<file path="config.mk">
export PLATFORM = sky130hd
export DESIGN_NAME = cond_gen_ready_valid_stage
export DESIGN_NICKNAME = d
export VERILOG_FILES = /design/src/rtl/cond_gen_ready_valid_stage.sv
export SDC_FILE = /design/constraint.sdc
export NUM_CORES = 1
export LEC_CHECK = 0
export BUFFER_PORTS_ARGS = -buffer_cell sky130_fd_sc_hd__buf_2
export CORE_AREA = 3 3 40 42
export DETAILED_ROUTE_END_ITERATION = 12
export DIE_AREA = 0 0 43 45
export GPL_TIMING_DRIVEN = 0
export PLACE_DENSITY_LB_ADDON = 0.3
export SYNTH_ARGS = -nofsm -noshare
export SYNTH_HDL_FRONTEND = slang
export SYNTH_SLANG_ARGS = --single-unit
</file>
<file path="constraint.sdc">
create_clock -name clk -period 1.25 [get_ports clk]
set_input_delay 0.375 -clock clk [delete_from_list [all_inputs] [get_ports clk]]
set_output_delay 0.375 -clock clk [all_outputs]
set_load 0.03 [all_outputs]
</file>
<file path="src/rtl/cond_gen_ready_valid_stage.sv">
// Ready/valid register stage; MODE selects pipe register, skid buffer or 2-entry FIFO.
// Latency 1 cycle from push to out_valid when empty; optional pop counter via COND_GEN_STAGE_COUNT_EN.
// Backpressure: MODE0 in_ready is combinational from out_ready, MODE1 and FIFO drive in_ready from flops only.
module cond_gen_ready_valid_stage #(
    parameter int WIDTH = 8,
    parameter int MODE  = 0,
    parameter int CNT_W = 16
) (
    input  logic             clk,
    input  logic             rst_n,
    input  logic             in_valid,
    input  logic [WIDTH-1:0] in_data,
    output logic             in_ready,
    output logic             out_valid,
    output logic [WIDTH-1:0] out_data,
    input  logic             out_ready
`ifdef COND_GEN_STAGE_COUNT_EN
    ,
    output logic [CNT_W-1:0] xfer_count
`endif
);

    logic push;
    logic pop;

    assign push = in_valid & in_ready;
    assign pop  = out_valid & out_ready;

    // Module-scope temp: sticky flag for an input stall lasting more than 255 cycles.
    logic       temp;
    logic       temp_d;
    logic [7:0] stall_cnt_q;
    logic [7:0] stall_cnt_d;
    logic       stall;

    assign stall = in_valid & ~in_ready;

    always_comb begin
        stall_cnt_d = 8'd0;
        temp_d      = temp;
        if (stall) begin
            stall_cnt_d = (stall_cnt_q == 8'hFF) ? stall_cnt_q : stall_cnt_q + 8'd1;
            if (stall_cnt_q == 8'hFF) begin
                temp_d = 1'b1;
            end
        end
    end

    always_ff @(posedge clk or negedge rst_n) begin
        if (!rst_n) begin
            stall_cnt_q <= 8'd0;
            temp        <= 1'b0;
        end else begin
            stall_cnt_q <= stall_cnt_d;
            temp        <= temp_d;
        end
    end

    if (MODE == 0) begin : g_pipe
        logic [WIDTH-1:0] temp;
        logic             out_valid_q;

        assign in_ready  = ~out_valid_q | out_ready;
        assign out_valid = out_valid_q;
        assign out_data  = temp;

        always_ff @(posedge clk or negedge rst_n) begin
            if (!rst_n) begin
                temp        <= '0;
                out_valid_q <= 1'b0;
            end else if (push) begin
                temp        <= in_data;
                out_valid_q <= 1'b1;
            end else if (pop) begin
                out_valid_q <= 1'b0;
            end
        end
    end else if (MODE == 1) begin : g_skid
        // temp = {skid_valid, skid_data}
        logic [WIDTH:0]   temp;
        logic [WIDTH-1:0] data_q;
        logic             out_valid_q;

        assign in_ready  = ~temp[WIDTH];
        assign out_valid = out_valid_q;
        assign out_data  = data_q;

        always_ff @(posedge clk or negedge rst_n) begin
            if (!rst_n) begin
                temp        <= '0;
                data_q      <= '0;
                out_valid_q <= 1'b0;
            end else if (pop) begin
                if (temp[WIDTH]) begin
                    data_q       <= temp[WIDTH-1:0];
                    temp[WIDTH]  <= 1'b0;
                end else if (push) begin
                    data_q <= in_data;
                end else begin
                    out_valid_q <= 1'b0;
                end
            end else if (push) begin
                if (out_valid_q) begin
                    temp <= {1'b1, in_data};
                end else begin
                    data_q      <= in_data;
                    out_valid_q <= 1'b1;
                end
            end
        end
    end else begin : g_fifo
        logic [WIDTH-1:0] temp [2];
        logic             wr_ptr;
        logic             rd_ptr;
        logic [1:0]       count;

        assign in_ready  = (count != 2'd2);
        assign out_valid = (count != 2'd0);
        assign out_data  = temp[rd_ptr];

        always_ff @(posedge clk or negedge rst_n) begin
            if (!rst_n) begin
                temp[0] <= '0;
                temp[1] <= '0;
                wr_ptr  <= 1'b0;
                rd_ptr  <= 1'b0;
                count   <= 2'd0;
            end else begin
                if (push) begin
                    temp[wr_ptr] <= in_data;
                    wr_ptr       <= wr_ptr + 1'b1;
                end
                if (pop) begin
                    rd_ptr <= rd_ptr + 1'b1;
                end
                case ({push, pop})
                    2'b10:   count <= count + 2'd1;
                    2'b01:   count <= count - 2'd1;
                    default: count <= count;
                endcase
            end
        end
    end

`ifdef COND_GEN_STAGE_COUNT_EN
    logic [CNT_W-1:0] xfer_count_q;

    always_ff @(posedge clk or negedge rst_n) begin
        if (!rst_n) begin
            xfer_count_q <= '0;
        end else if (pop) begin
            xfer_count_q <= xfer_count_q + 1'b1;
        end
    end

    assign xfer_count = xfer_count_q;
`endif

endmodule

</file>
## Word level (Yosys, flattened, before mapping)

Cells that the tools add are included.

| storage, ports and cells | value |
|---|---|
| output and inout port bits | 10 |
| register bits after elaboration | 9 |
| input port bits | 12 |

| operators by class | value |
|---|---|
| bitwise logic cells | 4 |
| reductions and logical operators | 1 |
| multiplexer cells | 2 |

Operators by type and width:

| cell | count |
|---|---|
| bitwise AND 1 bit | 2 |
| two-way mux 1 bit | 2 |
| nonzero test 2 bit | 1 |
| inverter 1 bit | 1 |
| bitwise OR 1 bit | 1 |

## Depth between registers and ports, before layout

Gate-level depths: netlist (run 1).

| logic depth | value |
|---|---|
| word-level depth | 4 |
| gate-level depth with buffers | 3 |
| depth with buffers taken out | 3 |

## Worst setup path after synthesis (run 1)

Ideal clock, no wire load.

| path | value |
|---|---|
| kind | register -> register |
| start point | reg g_pipe.out_valid_q, in the netlist out_valid |
| end point | reg g_pipe.temp[0], in the netlist out_data[0] |
| arrival time | 1.147 ns |
| data required time | 1.125 ns |
| setup time | 0.125 ns |
| stages on the path, launching flop included | 4 |
| clock period less this slack | 1.272 ns |
| path buffers | 0 |
| path slack | -0.022 ns |
| path through | dfrtp_1 -> nand2b_4 -> nand2_8 -> mux2_4 |

| between the ends | value |
|---|---|
| longest elaborated chain between the ends | 3 |

Ends and longest elaborated chain:

| element | line | RTL |
|---|---|---|
| start: declaration | 61 | `logic out_valid_q;` |
| start signal: assignment | 70 | `out_valid_q <= 1'b0;` |
| start signal: assignment | 73 | `out_valid_q <= 1'b1;` |
| start signal: assignment | 75 | `out_valid_q <= 1'b0;` |
| inverter 1 bit | 63 | `assign in_ready = ~out_valid_q \| out_ready;` |
| bitwise OR 1 bit | 63 |  |
| net in_ready | 13 | `output logic in_ready,` |
| bitwise AND 1 bit | 26 | `assign push = in_valid & in_ready;` |
| end signal: assignment | 72 | `temp <= in_data;` |
| end: declaration | 60 | `logic [WIDTH-1:0] temp;` |

The timed path passes the listed nets, and every way through them passes these cells.
A chain may end at the register's enable or synchronous reset.

## Worst setup path after layout (run 1)

| path | value |
|---|---|
| start point | reg g_pipe.out_valid_q, in the netlist out_valid |
| end point | out in_ready |

| between the ends | value |
|---|---|
| longest elaborated chain between the ends | 2 |

Ends and longest elaborated chain:

| element | line |
|---|---|
| inverter 1 bit | 63 |
| bitwise OR 1 bit | 63 |
| end: declaration | 13 |

Every way passes these cells.

==> out/results.tsv, run 1 <==
metric	value	unit
critPathMaxStageDelay	420	ps
seq_area_frac_synth	58.44	%
post-route-util	43.62	%
grt_pass1_vias	300	
vias_per_cell	4.274	
detailedRoute.firstIterationViolations	3	
crit_family	flip-flops	
grt_antenna_before_repair	0	
place_congestion	0.6446	
final_cells	62	
dpl.cell_count	56	
slew_viol_final	0	
synth_area	385.4	sq um
skew	1.842	ps
diodes	0	
setup_viol	0	
nNetsFinal	60	
synthesis.nets	32	
grt_max_degree	10	
layout_min_cycle_time	1244	ps
avgRoutedWirePerCell	13.39	um
die_y	45	um
cts-htree-levels	1	
synth_top_area_share	58.44	%
slowest_stage	dfrtp_2	
die_width	43	um
num-fill-cells	130	
worst_pin_slew	200.8	ps
yosys_warnings	0	
power.leakage	0.0002981	uW
final.period_utilization	99.50	%
maxCapViolCount	0	
die-area	1935	sq um
fmax	804.0	MHz
clock_path_buffers	2	
fp-row-count	13	
pre_cts_ws	59.00	ps
path_max_fanout	2	
design_area	560.5	sq um
required	880	ps
initial_utilization	29.99	%
yosys.area.top_type	dfrtp_1	
worstSkewPairLatency	250	ps
clockRootBuffer	clkbuf_4	
synth_cell_types	5	
outcome	completed	
routed_wl	830	um
area_growth	45.45	%
startpoint_type	register	
hold_path.class	input port to register	
ir_drop	677.5	uV
path_cells	nand2b_4, buf_6	
boundaryPins	22	
core	1285	sq um
ant_nets	0	
path_clk_slew	60	ps
slew_headroom	86.61	%
port_buffers	21	
drc	0	
path_buf_inv	1	
tns	0	ps
gr-usage-all-layers	9.773	%
grt_first_pass_wirelength	1352	um
cts_buffers	3	
dpl-instance-area	510.5	sq um
cts_sinks	9	
cts_tree	yes	
worst_slack	6.228	ps
syn_avg_cell_area	19.27	sq um
hold_viol	0	
synthCells	20	
num_vias	265	
drive_gt1_share	76.60	%
ys_seq_elements	9	
critical_path_class	register to output pin	
drt_pass1_iterations	2	
gr-total-overflow	0	
powerDensity	1466	nW/um^2
synth_area_leaders	dfrtp_1 (58%), mux2_4 (31%), nand2_8 (5.2%), nand2b_4 (3.6%), nand2b_1 (1.6%)	
crit_arrival	870	ps
rsz0062_at_grt	yes	
endpoint_kind	output pin	
-- registers in the layout, summed over array words and instances (netlist names) --
name and count:
out_data 8, out_valid 1
-- logic make-up after synthesis --
family           after synthesis  share of synthesized area [%]
muxes                          8                          31.17
and+or+nand+nor                3                          10.39
DFF                            9                          58.44
-- final cells by class --
class / instances / area, sq um / area share [%]
Tap cell: 15 / 18.77 / 3.348
Clock buffer: 4 / 26.28 / 4.687
Timing Repair Buffer: 23 / 128.9 / 22.99
Sequential cell: 9 / 226.5 / 40.40
Multi-Input combinational cell: 11 / 160.2 / 28.57
-- cell usage in the layout, fill, tap and decap left out, drive strengths merged --
master,instances
nand2,1
mux2,8
buf,22
nand2b,2
dfrtp,9
clkbuf,4
dlygate4sd3,1
-- per-layer routing --
metal	GRT usage (%)	part of all wire (%)
met1	9.975	39
met3	4.382	7.8
met5	0	0
met2	16.77	53
met4	5.422	0
-- per-stage QoR --
step	total power, uW	hold slack, ps
detailed placement	605.4	233.3
global route	865.4	345.1
CTS	836.5	348.1
global placement	599.5	230.1
floorplan	526.5	79.41
finish	821.9	352.8
-- cell usage after synthesis --
library cell,count
dfrtp_1,9
nand2b_4,1
nand2b_1,1
mux2_4,8
nand2_8,1
-- path summary, 6_finish.rpt --
path	from	end	slack, ps	cells past startpoint
max	out_valid	in_ready	6	2
min	in_data[1]	out_data[1]	350	2
max reg2reg	out_valid	out_data[4]	100	4
min reg2reg	out_data[0]	out_data[0]	510	1
max in group asynchronous	rst_n	out_valid	560	2
min in group asynchronous	rst_n	out_data[7]	500	2
-- what timing repair did --
action,CTS,global route
gates resized for setup,2,0
hold buffers,1,0
buffers inserted,1,0
endpoints found under the hold margin,9,0
endpoints found under the setup margin,1,1
-- power by group --
group          total [uW]  internal (uW)  switching (uW)
combinational         255            111             144
clock                 215            122            92.2
sequential            353            332            20.4
(Power assumes the default switching activity.)
==> run 2: changes to the inputs <==
BUFFER_PORTS_ARGS = -buffer_cell sky130_fd_sc_hd__clkbuf_2   (was -buffer_cell sky130_fd_sc_hd__buf_2)
PLACE_DENSITY_LB_ADDON = not set   (was 0.3)
==> run 2 against run 1 <==
Effect of this change:
- the run now ends with setup timing left
- critical path depth did not move
- fmax fell by 0.88%
- combinational power barely moved
- sequential share of layout area fell by 0.45 points
- sequential power barely moved
- total power barely moved
- clock skew barely moved
- clock power barely moved
- non-clock buffer count did not move
- first-iteration DRC count fell by 67%
- flip-flop and latch count did not move
- setup slack got worse by 11 ps
- critical endpoint unchanged
- largest cell class unchanged
- largest power group unchanged
==> out/results.tsv, run 2 (same netlist as run 1, synthesis figures left out) <==
metric	value	unit
powerDensity	1451	nW/um^2
setup_viol	1	
path_clk_slew	60	ps
die-area	1935	sq um
ff_latch_area	226.5	sq um
cts_tree	yes	
fmax	796.9	MHz
violations	setup timing	
worstSkewPairLatency	250	ps
power.leakage	0.0003047	uW
gr-usage-all-layers	8.410	%
core	1285	sq um
gr-total-overflow	0	
final.period_utilization	100.4	%
detailedRoute.firstIterationViolations	1	
avgRoutedWirePerCell	11.50	um
maxCapViolCount	0	
cts_sinks	9	
cts-htree-levels	1	
largest_reg_flops	8	
skew	1.835	ps
r2r_end	out_data[0]	
port_buffers	21	
worst_pin_slew	230.1	ps
grt_antenna_before_repair	0	
grt_first_pass_wirelength	1110	um
slew_headroom	84.66	%
layout_commonest_cell	clkbuf_2	
min_delay_path_depth	2	
num-fill-cells	126	
rsz0062_at_grt	yes	
initial_utilization	29.99	%
grt_pass1_vias	252	
outcome	complete, but fails checks	
path_max_fanout	2	
ir_drop	622.1	uV
place_congestion	0.5672	
fp-row-count	13	
vias_per_cell	4.129	
area_growth	47.08	%
pre_cts_ws	64.46	ps
startpoint_type	register	
die_width	43	um
required	880	ps
hpwl	523.7	um
critical_path_class	register to output pin	
clockRootBuffer	clkbuf_4	
hold_start	in_data[2]	
multi_input_area	160.2	sq um
r2r_setup_slack	90	ps
clock_path_buffers	2	
num_vias	256	
routed_wl	713	um
r2r_cells	4	
crit_arrival	880	ps
grt_max_degree	10	
hold_path.class	input port to register	
worst_slack	-4.840	ps
nNetsFinal	60	
slew_viol_final	0	
design_area	566.8	sq um
diodes	0	
die_y	45	um
cts_buffers	3	
drive_gt1_share	76.60	%
drt_pass1_iterations	2	
dpl-instance-area	510.5	sq um
ant_nets	0	
layout_min_cycle_time	1255	ps
drc	0	
final_cell_mix	clkbuf_2 (19), mux2_4 (8), dfrtp_1 (8)	
boundaryPins	22	
hold_viol	0	
endpoint_kind	output pin	
whs_endpoint	out_data[2]	
timing.rr.start	out_valid	
-- run 2: how the worst max path moves through the flow --
stage | start | to | slack, ps
global route | out_valid | in_ready | -50
floorplan | out_valid | out_data[0] | 80
detailed placement | out_ready | in_ready | 60
finish | out_valid | in_ready | -5
CTS | out_valid | in_ready | -40
global placement | out_ready | in_ready | 70
-- run 2: report_power, final --
part,total [uW],switching (uW),leakage (uW),internal [uW]
Clock,215,93.0,0.0000150,122
Sequential,355,22.9,0.000104,332
Combinational,252,140,0.000186,112
-- run 2: routing by layer --
| layer | wire length, um | up-vias | global-route usage (%) |
|---|---|---|---|
| li1 | - | 122 | - |
| met3 | 67 | 0 | 5.179 |
| met1 | 308 | 121 | 10.17 |
| met2 | 337 | 13 | 11.98 |
| met5 | 0 | - | 0 |
| met4 | 0 | 0 | 3.614 |
-- run 2: repair_timing --
item,in CTS,in global routing
pin swaps,0,0
hold endpoints to repair,9,0
setup endpoints to repair,2,2
cloned,0,0
resized for setup,3,1
hold buffers,1,0
setup buffers,1,0
-- run 2: layout make-up --
cell class,instances,area share (%)
multi-input cells,11,28.26
well taps,15,3.311
clock buffers,4,4.636
repair buffers,23,23.84
flip-flops and latches,9,39.96
-- run 2: through the flow --
stage / std cells / power [uW] / TNS, ps / hold slack [ps] / utilization, %
floorplan: 20 / 526.5 / 0 / 79.41 / -
global placement: 56 / 601.6 / 0 / 243.4 / 39.73
detailed placement: 56 / 602.8 / 0 / 242.4 / 39.73
CTS: 62 / 837.9 / -48.54 / 340.1 / 44.01
global route: 62 / 876.6 / -80.44 / 333.9 / 44.11
finish: 62 / 822.5 / -4.840 / 350.0 / 44.11
-- run 2: critical path: stages, from the launching register on --
cell      delay (ps)
dfrtp_2          430
nand2b_4          80
buf_8            120
==> run 3: changes to the inputs <==
CELL_PAD_IN_SITES_DETAIL_PLACEMENT = 1   (was not set)
CELL_PAD_IN_SITES_GLOBAL_PLACEMENT = 2   (was not set)
CORE_AREA = not set   (was 3 3 40 42)
CORE_MARGIN = 3   (was not set)
CORE_UTILIZATION = 25   (was not set)
DIE_AREA = not set   (was 0 0 43 45)
PLACE_DENSITY_LB_ADDON = 0.1   (was not set)
==> run 3 against run 2 <==
Effect of this change:
- the run still ends with setup timing left
- core utilization shrank 3.2 points
- final area shrank 1.3%
- fmax shrank 3.8%
- flip-flop and latch count is the same
- clock power is essentially flat
- via count grew 0.78%
- critical path type unchanged
- critical endpoint unchanged
- largest cell class unchanged
- largest power group unchanged
==> out/results.tsv, run 3 (same netlist as run 1, synthesis figures left out) <==
metric	value	unit
outcome	complete, but fails checks	
violations	setup timing	
drt_pass1_iterations	2	
ir_drop	702.1	uV
drc	0	
hpwl	609.1	um
grt_antenna_before_repair	0	
clock_path_buffers	2	
path_max_fanout	3	
layout_min_cycle_time	1304	ps
final_cells	61	
die-area	2048	sq um
gr-usage-all-layers	9.024	%
maxCapViolCount	0	
worst_slack	-53.96	ps
initial_utilization	28.21	%
post-route-util	40.93	%
power.leakage	0.0002999	uW
cts_sinks	9	
rsz0062_at_grt	yes	
dpl-instance-area	510.5	sq um
worst_pin_slew	229.4	ps
diodes	0	
die_y	45.26	um
cts_tree	yes	
vias_per_cell	4.230	
avgRoutedWirePerCell	12.49	um
num_vias	258	
place_congestion	0.6466	
dpl.cell_count	56	
cts_buffers	3	
crit_path_start	out_valid	
setup_viol	1	
port_buffers	21	
grt_pass1_vias	295	
layout_commonest_cell	clkbuf_2	
worstSkewPairLatency	250	ps
detailedRoute.firstIterationViolations	5	
hold_start	in_data[0]	
final_cell_mix	clkbuf_2 (18), mux2_4 (8), dfrtp_1 (8)	
drive_gt1_share	76.09	%
hold_path.class	input port to register	
slew_headroom	84.71	%
slew_viol_final	0	
core	1366	sq um
ant_nets	0	
routed_wl	762	um
hold_viol	0	
area_growth	45.13	%
path_clk_slew	60	ps
fp-row-count	13	
boundaryPins	22	
tns	-53.96	ps
design_area	559.3	sq um
timing.rr.start	out_valid	
startpoint_type	register	
final.period_utilization	104.3	%
largest_reg_flops	8	
skew	2.611	ps
die_width	45.26	um
endpoint_kind	output pin	
powerDensity	1467	nW/um^2
clockRootBuffer	clkbuf_4	
grt_max_degree	10	
critical_path_class	register to output pin	
fmax	766.9	MHz
nNetsFinal	59	
cts-htree-levels	1	
pre_cts_ws	58.42	ps
crit_arrival	930	ps
grt_first_pass_wirelength	1235	um
gr-total-overflow	0	
required	880	ps
==> run 3: cell types whose count changed in the layout (fill, tap and decap cells not counted) <==
cell      change
buf_2         +1
buf_4         -1
clkbuf_2      -1
==> run 3: final timing paths <==
| kind | endpoint | cells past startpoint | slack, ps |
|---|---|---|---|
| worst max-delay path | in_ready | 2 | -50 |
| worst min-delay path | out_data[0] | 2 | 350 |
| worst max register to register | out_data[5] | 3 | 180 |
| worst min register to register | out_data[3] | 1 | 510 |
| max in group asynchronous | out_valid | 2 | 540 |
| min in group asynchronous | out_data[1] | 2 | 510 |
==> run 3: critical path, stage by stage, from the launching register on <==
cell and delay [ps]:
dfrtp_2 420, nand2b_4 120, buf_8 130
==> run 3: final cells by class <==
class,count,area [sq um]
Fill cell,155,807.0
Multi-Input combinational cell,11,160.2
Clock buffer,4,26.28
Sequential cell,9,226.5
Tap cell,15,18.77
Timing Repair Buffer,22,127.6
==> run 3: metal layers <==
layer	wire (um)	global-route usage (%)	up-vias	part of all wire (%)
met5	0	0	-	0
li1	-	-	121	-
met4	0	3.509	0	0
met3	92	5.976	0	12
met2	367	14.41	18	48
met1	302	9.314	119	40
==> run 3: per-stage QoR <==
stage	total power [uW]	hold WS, ps
after floorplan	526.5	79.41
final	820.5	352.4
after global placement	600.5	234.9
after detailed placement	605.8	244.0
after global routing	877.5	336.2
after CTS	844.3	339.3
==> run 3: power breakdown <==
part	total, uW	switching [uW]	internal, uW
Combinational	250	141	110
Sequential	356	23.1	333
Clock	214	92.0	122
==> run 3: what timing repair did <==
item / in CTS / in global routing
gates resized for setup: 3 / 2
hold buffers: 1 / 0
endpoints found under the setup margin: 2 / 3
setup buffers: 0 / 0
hold endpoints to repair: 9 / 0
cloned: 0 / 0
